==> config.mk <==
export PLATFORM = sky130hd
export DESIGN_NAME = dir_button_debounce
export DESIGN_NICKNAME = d
export VERILOG_FILES = /design/src/rtl/dir_button_debounce.sv
export SDC_FILE = /design/constraint.sdc
export NUM_CORES = 1
export LEC_CHECK = 0
export ABC_AREA = 1
export BUFFER_PORTS_ARGS = -buffer_cell sky130_fd_sc_hd__buf_2
export CORE_MARGIN = 10
export CORE_UTILIZATION = 31
export DETAILED_ROUTE_END_ITERATION = 6
export GPL_TIMING_DRIVEN = 0
export SYNTH_ARGS = -nofsm -noshare
export SYNTH_HDL_FRONTEND = slang
export SYNTH_SLANG_ARGS = --single-unit
==> constraint.sdc <==
create_clock -name clk -period 1.8 [get_ports clk]
set_clock_uncertainty 0.05 [all_clocks]
set_input_delay 0.36 -clock clk [delete_from_list [all_inputs] [get_ports clk]]
set_output_delay 0.36 -clock clk [all_outputs]
set_load 0.05 [all_outputs]
==> src/rtl/dir_button_debounce.sv <==
// -----------------------------------------------------------------------------
// dir_button_debounce
//
// Debounces two raw direction push-buttons (UP, DOWN) and turns each accepted
// press into a one-cycle request for a downstream direction SR latch. Presses
// accepted on both channels in the same cycle are reported as a conflict
// instead, so the latch never sees S and R together. Releases are debounced
// too, but they never produce pulses.
//
// Ports
//   clk        : system clock, all state changes on the rising edge
//   rst        : synchronous, active-high reset (priority over everything)
//   btn_up     : raw, asynchronous, bouncing UP level (1 = pressed)
//   btn_down   : raw, asynchronous, bouncing DOWN level (1 = pressed)
//   up_pulse   : one-cycle set request (S), registered
//   down_pulse : one-cycle reset request (R), registered
//   up_level   : debounced UP level, registered
//   down_level : debounced DOWN level, registered
//   conflict   : one-cycle flag, both presses accepted together, registered
//
// Parameter
//   DB_CNT     : consecutive stable cycles needed to accept a change (>= 2)
// -----------------------------------------------------------------------------
module dir_button_debounce #(
    parameter int DB_CNT = 500000
) (
    input  logic clk,
    input  logic rst,
    input  logic btn_up,
    input  logic btn_down,
    output logic up_pulse,
    output logic down_pulse,
    output logic up_level,
    output logic down_level,
    output logic conflict
);

    localparam int CW = $clog2(DB_CNT);
    localparam logic [CW-1:0] CNT_MAX = CW'(DB_CNT - 1);

    typedef enum logic [1:0] {
        IDLE         = 2'd0,
        PRESS_WAIT   = 2'd1,
        HELD         = 2'd2,
        RELEASE_WAIT = 2'd3
    } state_t;

    // Channel index 0 is UP, index 1 is DOWN.
    logic [1:0]    btn_raw_s;
    logic [1:0]    sync1_q;
    logic [1:0]    sync2_q;
    state_t        state_q [2];
    state_t        state_d [2];
    logic [CW-1:0] cnt_q   [2];
    logic [CW-1:0] cnt_d   [2];
    logic [1:0]    press_s;
    logic [1:0]    level_d;

    logic up_pulse_q;
    logic down_pulse_q;
    logic up_level_q;
    logic down_level_q;
    logic conflict_q;

    assign btn_raw_s = {btn_down, btn_up};

    // Two-flop synchronizers for the asynchronous button inputs.
    always_ff @(posedge clk) begin
        if (rst) begin
            sync1_q <= 2'b00;
            sync2_q <= 2'b00;
        end else begin
            sync1_q <= btn_raw_s;
            sync2_q <= sync1_q;
        end
    end

    // Per-channel debounce FSM next-state, counter and press-event logic.
    always_comb begin
        for (int ch = 0; ch < 2; ch++) begin
            state_d[ch] = state_q[ch];
            cnt_d[ch]   = cnt_q[ch];
            press_s[ch] = 1'b0;
            case (state_q[ch])
                IDLE: begin
                    if (sync2_q[ch]) begin
                        state_d[ch] = PRESS_WAIT;
                        cnt_d[ch]   = '0;
                    end else begin
                        state_d[ch] = IDLE;
                    end
                end
                PRESS_WAIT: begin
                    if (!sync2_q[ch]) begin
                        state_d[ch] = IDLE;
                    end else if (cnt_q[ch] == CNT_MAX) begin
                        state_d[ch] = HELD;
                        press_s[ch] = 1'b1;
                    end else begin
                        cnt_d[ch] = cnt_q[ch] + 1'b1;
                    end
                end
                HELD: begin
                    if (!sync2_q[ch]) begin
                        state_d[ch] = RELEASE_WAIT;
                        cnt_d[ch]   = '0;
                    end else begin
                        state_d[ch] = HELD;
                    end
                end
                RELEASE_WAIT: begin
                    if (sync2_q[ch]) begin
                        state_d[ch] = HELD;
                    end else if (cnt_q[ch] == CNT_MAX) begin
                        state_d[ch] = IDLE;
                    end else begin
                        cnt_d[ch] = cnt_q[ch] + 1'b1;
                    end
                end
                default: begin
                    state_d[ch] = IDLE;
                    cnt_d[ch]   = '0;
                end
            endcase
            // Level follows the state being entered so it is registered
            // alongside the state itself.
            level_d[ch] = (state_d[ch] == HELD) || (state_d[ch] == RELEASE_WAIT);
        end
    end

    // FSM state and counter registers for both channels.
    always_ff @(posedge clk) begin
        if (rst) begin
            for (int ch = 0; ch < 2; ch++) begin
                state_q[ch] <= IDLE;
                cnt_q[ch]   <= '0;
            end
        end else begin
            for (int ch = 0; ch < 2; ch++) begin
                state_q[ch] <= state_d[ch];
                cnt_q[ch]   <= cnt_d[ch];
            end
        end
    end

    // Output registers; simultaneous presses are diverted to conflict so
    // S and R are never asserted together.
    always_ff @(posedge clk) begin
        if (rst) begin
            up_pulse_q   <= 1'b0;
            down_pulse_q <= 1'b0;
            conflict_q   <= 1'b0;
            up_level_q   <= 1'b0;
            down_level_q <= 1'b0;
        end else begin
            up_pulse_q   <= press_s[0] & ~press_s[1];
            down_pulse_q <= press_s[1] & ~press_s[0];
            conflict_q   <= press_s[0] &  press_s[1];
            up_level_q   <= level_d[0];
            down_level_q <= level_d[1];
        end
    end

    assign up_pulse   = up_pulse_q;
    assign down_pulse = down_pulse_q;
    assign up_level   = up_level_q;
    assign down_level = down_level_q;
    assign conflict   = conflict_q;

endmodule
**After elaboration in Yosys (flattened, before gate mapping)**

Memories as Yosys holds them, arrays and structs flattened.
Cells that the tools add are included.
Widths: inputs -> output; s select.

- Register bits: 9
- Memory bits (writable): 42
- Bits of input ports: 4
- Output and inout bits: 5
- Logic and storage cells: 75
- Memories kept: 2

Memory list:

| name | words | bits a word | rd ports | clocked after Yosys merged registers in | write ports | RTL line | source |
|---|---|---|---|---|---|---|---|
| cnt_q | 2 | 19 | 2 | 0 | 2 | 54 | `logic [CW-1:0] cnt_q [2];` |
| state_q | 2 | 2 | 2 | 0 | 2 | 52 | `state_t state_q [2];` |

- $add $sub $neg: 2
- Equality and inequality tests: 12
- Multiplexer cells: 39
- Bitwise gates (word level): 9
- Reduce and logical (&&, ||, !) cells: 4

Operators with widths:

| operator | count |
|---|---|
| $mux 19 | 12 |
| $pmux 19 s4 | 2 |
| $add 19x1->19 const B | 2 |
| $eq 19x19->1 const B | 2 |
| $mux 2 | 10 |
| $eq 2x2->1 const B | 8 |
| $pmux 2 s4 | 2 |
| $mux 1 | 13 |
| $eq 2x1->1 const B | 2 |
| $logic_not 2->1 | 2 |
| $or 1x1->1 | 4 |
| $and 1x1->1 | 3 |
| $logic_or 1x1->1 | 2 |
| $not 1->1 | 2 |

**Depth between registers and ports, before layout**

Gate-level depths: netlist of run 1.
An unclocked memory read counts as a cell.

- Depth in word-level cells: 7
- Mapped depth: 11
- Mapped depth without buffers: 11

**Worst setup path before layout of run 1**

No wires, ideal clock.

- Kind: register -> register
- Start point: memory cnt_q[0][19] (netlist name)
- End point: memory cnt_q[0][36] (netlist name)
- Library setup time: 0.132 ns
- Data arrival time: 1.478 ns
- Data required time: 1.618 ns
- Slack: 0.140 ns
- Stages on the path, launching flop included: 10
- Buffers on the path: 1
- Period minus slack after synthesis: 1.660 ns
- Path through: dfxtp_1 ha_1 nand3_2 inv_1 nand3_1 nor2_2 nor2_2 buf_6 nand3_1 a21oi_1

RTL lines:

| element | RTL line |
|---|---|
| start: declaration | 54 |

==> run summary, run 1 <==
Synth area leaders -> dfxtp_1 (35%), nand2_1 (18%), nor2_1 (9.2%)
most frequent cells after synthesis -> nand2_1 (135), nor2_1 (71), dfxtp_1 (50)
global-route wire length before repair -> 12.2 mm
combinational power share -> 4.2%
Top Ports -> 9
Seq/Total Area, Yosys -> 34.7%
final setup margin -> 117 ps
Site Rows -> 35
Clock transition at path regs -> 100 ps
DIE WIDTH -> 116 um
CTS tree -> yes
Place WS -> -147 ps
worst-skew pair later-pin latency -> 310 ps
total wire length -> 7.38 mm
sequential standard cell area -> 1010 sq um
First-pass DRT Iterations -> 5
GRT Total Usage -> 11.1%
worst path arrival time -> 1880 ps
Max-Cap Viols -> 0
ANT nets after route -> 0
vias in the first global route -> 2592
Hold Crit Class -> input pin to flip-flop
Synth cell types -> 31
total power draw -> 0.00218 W
Final Wtd Congestion -> 0.884
area of the multi-input gates -> 1660 sq um
Detail Placement HPWL -> 5.34 mm
Worst path most repeated cell -> nand2_2
P_sw -> 0.000487 W
Core Footprint -> 9150 sq um
Starting Density -> 31.5%
initial antenna violation count -> 0
Post-Syn Instances -> 457
WL/cell -> 12.6 um
Die H -> 116 um
CTS buffer count -> 5
Critical Path Start Type -> flip-flop
critical path's largest stage delay -> 410 ps
die footprint -> 13600 sq um
critical path, cell by cell -> ha_4, nand2_2, inv_2, nand2_2, nor2_2, nand3_2, nand2_4, buf_8, nand2_1, a21oi_1
FF-to-FF Start -> cnt_q[0][0]$_SDFFE_PP0P_
gr ovfl total -> 0
Slew @ Worst Pin -> 534 ps
most numerous cell in the Yosys netlist -> nand2_1
async set-or-reset flop fraction in the synthesized netlist -> 0%
Reg power frac -> 51.1%
P per Cell Area -> 663 nW/um^2
min cycle time layout -> 1680 ps
H-tree levels -> 2
share of layout cells above drive strength 1 -> 13.5%
ant diodes -> 0
Synth Flop Type -> dfxtp_1
Max Slew Vio Count -> 0
CP required -> 2000 ps
Internal -> 0.00169 W
Synth Area per Inst -> 6.32 sq um
WHS Endpoint -> sync1_q[0]$_SDFF_PP0_
Root Driver -> clkbuf_8
status -> completed
via count -> 2927
net count after synthesis -> 463
R2R Setup Slk -> 120 ps
cell leakage power -> 1.18 nW
pin count of the biggest net entering global routing -> 17
Worst Setup End Kind -> flip-flop
Worst Reg-to-Reg Cells -> 10
FMAX -> 594 MHz
fill count -> 966
clk sink count -> 50
Clock power frac -> 44.7%
Synth top area share -> 34.7%
Max VDD drop -> 319 uV
Sw Ratio -> 22.3%
area leader, netlist -> dfxtp_1
CP max-delay cell -> dfxtp_4
Critical Path Fanout Max -> 10
# port buffers -> 7
Slew Limit Headroom -> 64.4%
worst setup path class -> flip-flop to flip-flop
CTS Buffer Depth -> 2
Net count, final -> 480
Mapped Area -> 2890 sq um
final hold vios -> 0
DRC viols -> 0
register bit total from synthesis -> 50
Syn-to-layout area delta -> 13.9%
Setup crit start -> cnt_q[0][0]$_SDFFE_PP0P_
fin crit share -> 93.5%
DR vias/cell -> 4.99
number of DRC markers in iteration 0 -> 226
Hold Path Depth -> 3
Synth warnings -> 0
number of flops mapped to enable cells by yosys -> 0
Reg-to-Reg End -> cnt_q[0][16]$_SDFFE_PP0P_
final setup vio count -> 0
Hold Path Origin -> btn_up
[state kept, by name, summed over array words and instances (netlist names)]
name and count:
cnt_q 38, state_q 3, sync1_q 2, sync2_q 2, conflict 1, down_level 1, down_pulse 1, up_level 1
up_pulse 1
[area by class of cell]
type / count / area share [%]
Buffer: 15 / 3.27
Clock buffer: 5 / 2.09
Clock inverter: 3 / 2.09
Inverter: 46 / 5.25
Multi-Input combinational cell: 346 / 50.5
Sequential cell: 50 / 30.9
Tap cell: 111 / 4.22
Timing Repair Buffer: 10 / 1.75
[per-layer routing]
| metal | track usage [%] | wire length [um] |
|---|---|---|
| met1 | 15.2 | 3680 |
| met5 | 0 | 0 |
| met4 | 3.84 | 138 |
| met3 | 1.90 | 291 |
| met2 | 17.2 | 3270 |
[power by group through the flow]
stage	Sequential, W	Combinational (W)	Clock (W)
final	0.00111	0.0000922	0.000975
after global routing	0.00111	0.000103	0.00103
after CTS	0.00112	0.0000884	0.000997
after detailed placement	0.00114	0.0000880	0
after global placement	0.00114	0.0000883	0
after floorplan	0.00114	0.0000605	0
[how the worst max path moves through the flow]
stage,end
3_5_place_dp,cnt_q[0][34]$_SDFFE_PP0P_
2_1_floorplan,cnt_q[0][36]$_SDFFE_PP0P_
3_3_place_gp,cnt_q[0][33]$_SDFFE_PP0P_
6_report,cnt_q[0][16]$_SDFFE_PP0P_
4_1_cts,cnt_q[0][15]$_SDFFE_PP0P_
5_1_grt,cnt_q[0][15]$_SDFFE_PP0P_
[cells by family after synthesis]
kind of cell    count (synthesis)  share of synthesized area (%)
compound gates                 43                           7.63
buf+inv                        61                           9.71
flops                          50                           34.7
simple gates                  296                           45.6
xor+xnor                        5                           1.52
fa+ha+maj                       2                          0.867
[layout by cell type, fill, tap and decap left out, drive strengths merged]
cell	netlist	layout
nand2	139	139
nor2	77	77
dfxtp	50	50
inv	46	46
nand3	36	36
a21oi	32	32
nand4	23	23
buf	9	19
nor3	11	11
clkbuf	6	11
o21ai	9	9
or2	5	5
xor2	3	3
xnor2	2	2
nand3b	2	2
and2	2	2
o21bai	2	2
ha	2	2
bufinv	0	2
nor4	1	1
clkinv	0	1
[worst max-delay path: cells and delay by family, from the launching register on]
kind / cells / cell delay (ps)
buffers and inverters: 2 / 220
adders and majority gates: 1 / 160
DFF: 1 / 410
and+or+nand+nor: 6 / 650
AOI/OAI and AO/OA: 1 / 140
[stage by stage]
stage                     hold WS (ps)  util (%)  cells  area [sq um]  setup TNS (ps)
after detailed placement           350      33.4    575          3060           -2740
after global routing               196      35.9    586          3290           -12.1
final                              190      35.9    586          3290               0
after floorplan                    338         -    457          2890               0
after global placement             348      33.4    575          3060           -2270
after CTS                          182      35.1    583          3220               0
[what timing repair did]
action,in CTS,in global routing
pin swaps,0,2
gates resized for setup,5,14
hold buffers,0,0
endpoints found under the setup margin,33,39
setup buffers,0,3
No activity file was read; power rests on OpenSTA's default activity.
==> run 2, diff against run 1 <==
--- a/config.mk
+++ b/config.mk
@@ -11,2 +11,3 @@
 export CORE_UTILIZATION = 31
+export CTS_BUF_LIST = sky130_fd_sc_hd__clkbuf_4
 export DETAILED_ROUTE_END_ITERATION = 6
--- a/constraint.sdc
+++ b/constraint.sdc
@@ -4,2 +4,2 @@
 set_output_delay 0.36 -clock clk [all_outputs]
-set_load 0.05 [all_outputs]
+set_load 0.005 [all_outputs]
==> run summary, run 2 (synthesis results as in run 1) <==
worst setup path class -> flip-flop to flip-flop
max FFs per register -> 38
Core Footprint -> 9150 sq um
total wire length -> 7.35 mm
Die H -> 116 um
Net count, final -> 482
ANT nets after route -> 0
placed cell areas -> 3060 sq um
min cycle time layout -> 1650 ps
Max VDD drop -> 346 uV
Detail Placement HPWL -> 5.34 mm
Setup crit start -> cnt_q[0][20]$_SDFFE_PP0P_
Worst path most repeated cell -> nor2_1
Slew Limit Headroom -> 63.6%
DRC viols -> 0
status -> completed
P per Cell Area -> 621 nW/um^2
share of layout cells above drive strength 1 -> 14.0%
Largest Register -> cnt_q
most frequent cells in the layout -> nand2_1 (135), nor2_1 (68), dfxtp_1 (44)
biggest regs -> cnt_q x38, state_q x3
global-route wire length before repair -> 12.3 mm
Reg power frac -> 54.4%
via count -> 2944
CTS tree -> yes
DIE WIDTH -> 116 um
CTS buffer count -> 5
FF-to-FF Start -> cnt_q[0][20]$_SDFFE_PP0P_
P_sw -> 0.000472 W
setup TNS -> 0 ps
Final Wtd Congestion -> 0.884
CP max-delay cell -> dfxtp_4
First-pass DRT Iterations -> 5
critical path's largest stage delay -> 410 ps
Starting Density -> 31.5%
Max-Cap Viols -> 0
final setup vio count -> 0
clk sink count -> 50
CP required -> 2020 ps
CTS hold repair buffers -> 0
Hold Crit Class -> input pin to flip-flop
Place WS -> -147 ps
GRT Total Usage -> 11.2%
Sw Ratio -> 23.0%
WL/cell -> 12.5 um
number of DRC markers in iteration 0 -> 230
combinational power share -> 4.9%
Slew @ Worst Pin -> 547 ps
die footprint -> 13600 sq um
Site Rows -> 35
Clock transition at path regs -> 170 ps
final setup margin -> 149 ps
pin count of the biggest net entering global routing -> 17
DR vias/cell -> 5.01
Critical Path Start Type -> flip-flop
Top Ports -> 9
unrepaired setup endpoints after global routing -> yes
commonest non-fill, non-tap cell in the layout -> nand2_1
critical path, cell by cell -> ha_4, nand3_4, nor2_1, nand3_1, nand2_2, buf_6, nor2_1, a21oi_1, nor2_1
sequential standard cell area -> 1020 sq um
final non-filler cell area -> 3300 sq um
worst path arrival time -> 1870 ps
worst-skew pair later-pin latency -> 380 ps
final hold vios -> 0
CTS Buffer Depth -> 2
Syn-to-layout area delta -> 14.4%
vias in the first global route -> 2638
Critical Path Fanout Max -> 10
fill count -> 968
Hold Path Origin -> btn_up
FMAX -> 606 MHz
Internal -> 0.00158 W
area of the multi-input gates -> 1660 sq um
Root Driver -> clkbuf_4
ant diodes -> 0
Max Slew Vio Count -> 0
# port buffers -> 7
H-tree levels -> 2
gr ovfl total -> 0
fin crit share -> 91.7%
total power draw -> 0.00205 W
Worst Setup End Kind -> flip-flop
initial antenna violation count -> 0
cell leakage power -> 1.19 nW
Clock power frac -> 40.8%
==> run 2: cell types whose count changed in the layout (fill, tap and decap cells not counted) <==
cell      change
buf_12        +2
clkbuf_4      +5
clkbuf_8      -5
dfxtp_1       -1
dfxtp_2       +1
nor2_2        -1
nor2_4        +1
==> run 2: path summary, 6_finish.rpt <==
check        slack [ps]  cells past startpoint                         to
max                 150                      9  cnt_q[0][33]$_SDFFE_PP0P_
min                 120                      3      sync1_q[0]$_SDFF_PP0_
max reg2reg         150                      9  cnt_q[0][33]$_SDFFE_PP0P_
min reg2reg         360                      2      sync2_q[0]$_SDFF_PP0_
==> run 2: metal layers <==
layer	wire (um)	part of all wire [%]	global-route usage [%]
met5	0	0	0
met4	109	1.5	3.75
met3	361	4.9	2.21
met2	3340	46	17.6
met1	3530	48	15.0
==> run 2: per-stage QoR <==
| step | util [%] | cells | hold WS, ps |
|---|---|---|---|
| final | 36.1 | 588 | 115 |
| after detailed placement | 33.4 | 575 | 350 |
| after global routing | 36.1 | 588 | 93.4 |
| after global placement | 33.4 | 575 | 348 |
| after CTS | 34.8 | 583 | 94.3 |
| after floorplan | - | 457 | 338 |
==> run 2: final cells by class <==
| type | instances | share of cell area [%] |
|---|---|---|
| Buffer | 15 | 3.26 |
| Timing Repair Buffer | 12 | 2.95 |
| Clock inverter | 3 | 2.08 |
| Sequential cell | 50 | 30.8 |
| Tap cell | 111 | 4.20 |
| Multi-Input combinational cell | 346 | 50.4 |
| Inverter | 46 | 5.23 |
| Clock buffer | 5 | 1.14 |
==> run 2: worst max-delay path: cells and delay by family (launching register included) <==
family	cells	cell delay [ps]
AO/OA/AOI/OAI	1	110
adder cells (fa/ha/maj)	1	180
buffers and inverters	1	170
flip-flops	1	410
AND/OR/NAND/NOR	6	620
==> run 2: power groups by stage <==
stage                     Combinational (W)  Sequential (W)  Clock, W
after detailed placement          0.0000880         0.00114         0
after CTS                         0.0000881         0.00112  0.000857
after global routing               0.000111         0.00112  0.000899
after floorplan                   0.0000605         0.00114         0
final                              0.000100         0.00111  0.000836
after global placement            0.0000883         0.00114         0
==> run 2: timing repair <==
action / in CTS / in global routing
pin swaps: 0 / 2
setup buffers: 0 / 5
gates resized for setup: 7 / 14
setup endpoints to repair: 35 / 41
==> run 3, diff against run 2 <==
Settings changed: BUFFER_PORTS_ARGS -buffer_cell sky130_fd_sc_hd__buf_2 to -buffer_cell sky130_fd_sc_hd__buf_4.
==> run summary, run 3 (synthesis results as in run 1) <==
Slew Limit Headroom -> 65.4%
worst setup path class -> flip-flop to flip-flop
DR vias/cell -> 4.85
Max VDD drop -> 286 uV
H-tree levels -> 2
Final Util -> 35.6%
FMAX -> 598 MHz
Starting Density -> 31.5%
Max-Cap Viols -> 0
CTS buffer count -> 5
number of DRC markers in iteration 0 -> 255
Net count, final -> 482
min cycle time layout -> 1670 ps
Hold Crit Class -> input pin to flip-flop
WL/cell -> 12.3 um
biggest regs -> cnt_q x38, state_q x3
FF-to-FF Start -> cnt_q[0][0]$_SDFFE_PP0P_
First-pass DRT Iterations -> 5
CTS tree -> yes
via count -> 2854
fill count -> 967
cell leakage power -> 1.16 nW
Placed Cells -> 575
pin count of the biggest net entering global routing -> 17
WHS Endpoint -> sync1_q[1]$_SDFF_PP0_
filler-free cell count of the finished design -> 588
Slew @ Worst Pin -> 518 ps
max FFs per register -> 38
clk sink count -> 50
Largest Register -> cnt_q
Clock transition at path regs -> 150 ps
ant diodes -> 0
Final Wtd Congestion -> 0.911
Top Ports -> 9
Root Driver -> clkbuf_4
GRT Total Usage -> 11.0%
fin crit share -> 92.9%
Hold Path Origin -> btn_down
gr ovfl total -> 0
die footprint -> 13600 sq um
Critical Path Fanout Max -> 10
Die H -> 116 um
Fin Hold WS -> 129 ps
final setup vio count -> 0
global-route wire length before repair -> 12.2 mm
placed cell areas -> 3080 sq um
Critical Path Start Type -> flip-flop
CP required -> 2060 ps
CTS hold repair buffers -> 0
P per Cell Area -> 539 nW/um^2
Worst Reg-to-Reg Cells -> 10
Site Rows -> 35
Syn-to-layout area delta -> 12.8%
DRC viols -> 0
setup TNS -> 0 ps
initial antenna violation count -> 0
worst-skew pair later-pin latency -> 390 ps
R2R Setup Slk -> 130 ps
area of the multi-input gates -> 1670 sq um
# port buffers -> 7
sequential standard cell area -> 1010 sq um
Worst Setup End Kind -> flip-flop
Core Footprint -> 9150 sq um
share of layout cells above drive strength 1 -> 13.6%
Reg-to-Reg End -> cnt_q[0][13]$_SDFFE_PP0P_
ANT nets after route -> 0
commonest non-fill, non-tap cell in the layout -> nand2_1
Hold Path Depth -> 3
final non-filler cell area -> 3260 sq um
Max Slew Vio Count -> 0
final hold vios -> 0
CTS Buffer Depth -> 2
DIE WIDTH -> 116 um
most frequent cells in the layout -> nand2_1 (135), nor2_1 (69), dfxtp_1 (45)
vias in the first global route -> 2586
worst path arrival time -> 1940 ps
status -> completed
Detail Placement HPWL -> 5.29 mm
total wire length -> 7.24 mm
-- run 3: what timing repair did --
item	CTS	global route
pin swaps	0	2
resized for setup	6	13
setup endpoints to repair	36	35
buffers inserted	0	5
-- run 3: through the flow --
stage / power, W / setup slack [ps]
floorplan: 0.00120 / 140
global placement: 0.00123 / -141
detailed placement: 0.00123 / -161
CTS: 0.00178 / 17.1
global route: 0.00184 / -7.58
finish: 0.00176 / 128
-- run 3: cell type report --
cell class | instances | area share [%]
multi-input combinational | 346 | 51.2
sequential | 50 | 31.1
inverter | 46 | 5.30
tap | 111 | 4.26
buffer | 15 | 3.30
timing repair buffer | 12 | 3.15
clock buffer | 5 | 1.15
clock inverter | 3 | 0.576
-- run 3: critical path, stage by stage (launching register included) --
cell and delay, ps:
dfxtp_4 420, ha_4 160, nand2_2 70, inv_2 70, nand2_2 90, nor2_2 130, nand3_2 110, nand2_4 140
buf_8 150, nand2_1 60, a21oi_1 140
-- run 3: where the power goes --
group | switching [W] | internal [W]
Clock | 0.000387 | 0.000154
Combinational | 0.0000648 | 0.0000339
Sequential | 0.00000531 | 0.00111
-- run 3: worst max path at each step --
stage               slack (ps)  cells past startpoint                         to                 startpoint
CTS                         20                     10  cnt_q[0][17]$_SDFFE_PP0P_   cnt_q[0][0]$_SDFFE_PP0P_
finish                     130                     10  cnt_q[0][13]$_SDFFE_PP0P_   cnt_q[0][0]$_SDFFE_PP0P_
floorplan                  140                      9  cnt_q[0][36]$_SDFFE_PP0P_  cnt_q[0][19]$_SDFFE_PP0P_
global route                -8                     10   cnt_q[0][0]$_SDFFE_PP0P_   cnt_q[0][0]$_SDFFE_PP0P_
global placement          -140                      9  cnt_q[0][33]$_SDFFE_PP0P_  cnt_q[0][19]$_SDFFE_PP0P_
detailed placement        -160                      9  cnt_q[0][36]$_SDFFE_PP0P_  cnt_q[0][19]$_SDFFE_PP0P_
-- run 3: per-layer routing --
| metal | track usage (%) | up-vias | part of all wire (%) |
|---|---|---|---|
| li1 | - | 1504 | - |
| met1 | 14.8 | 1293 | 49 |
| met2 | 17.3 | 50 | 45 |
| met3 | 2.26 | 7 | 5.1 |
| met4 | 3.50 | 0 | 1.3 |
| met5 | 0 | - | 0 |
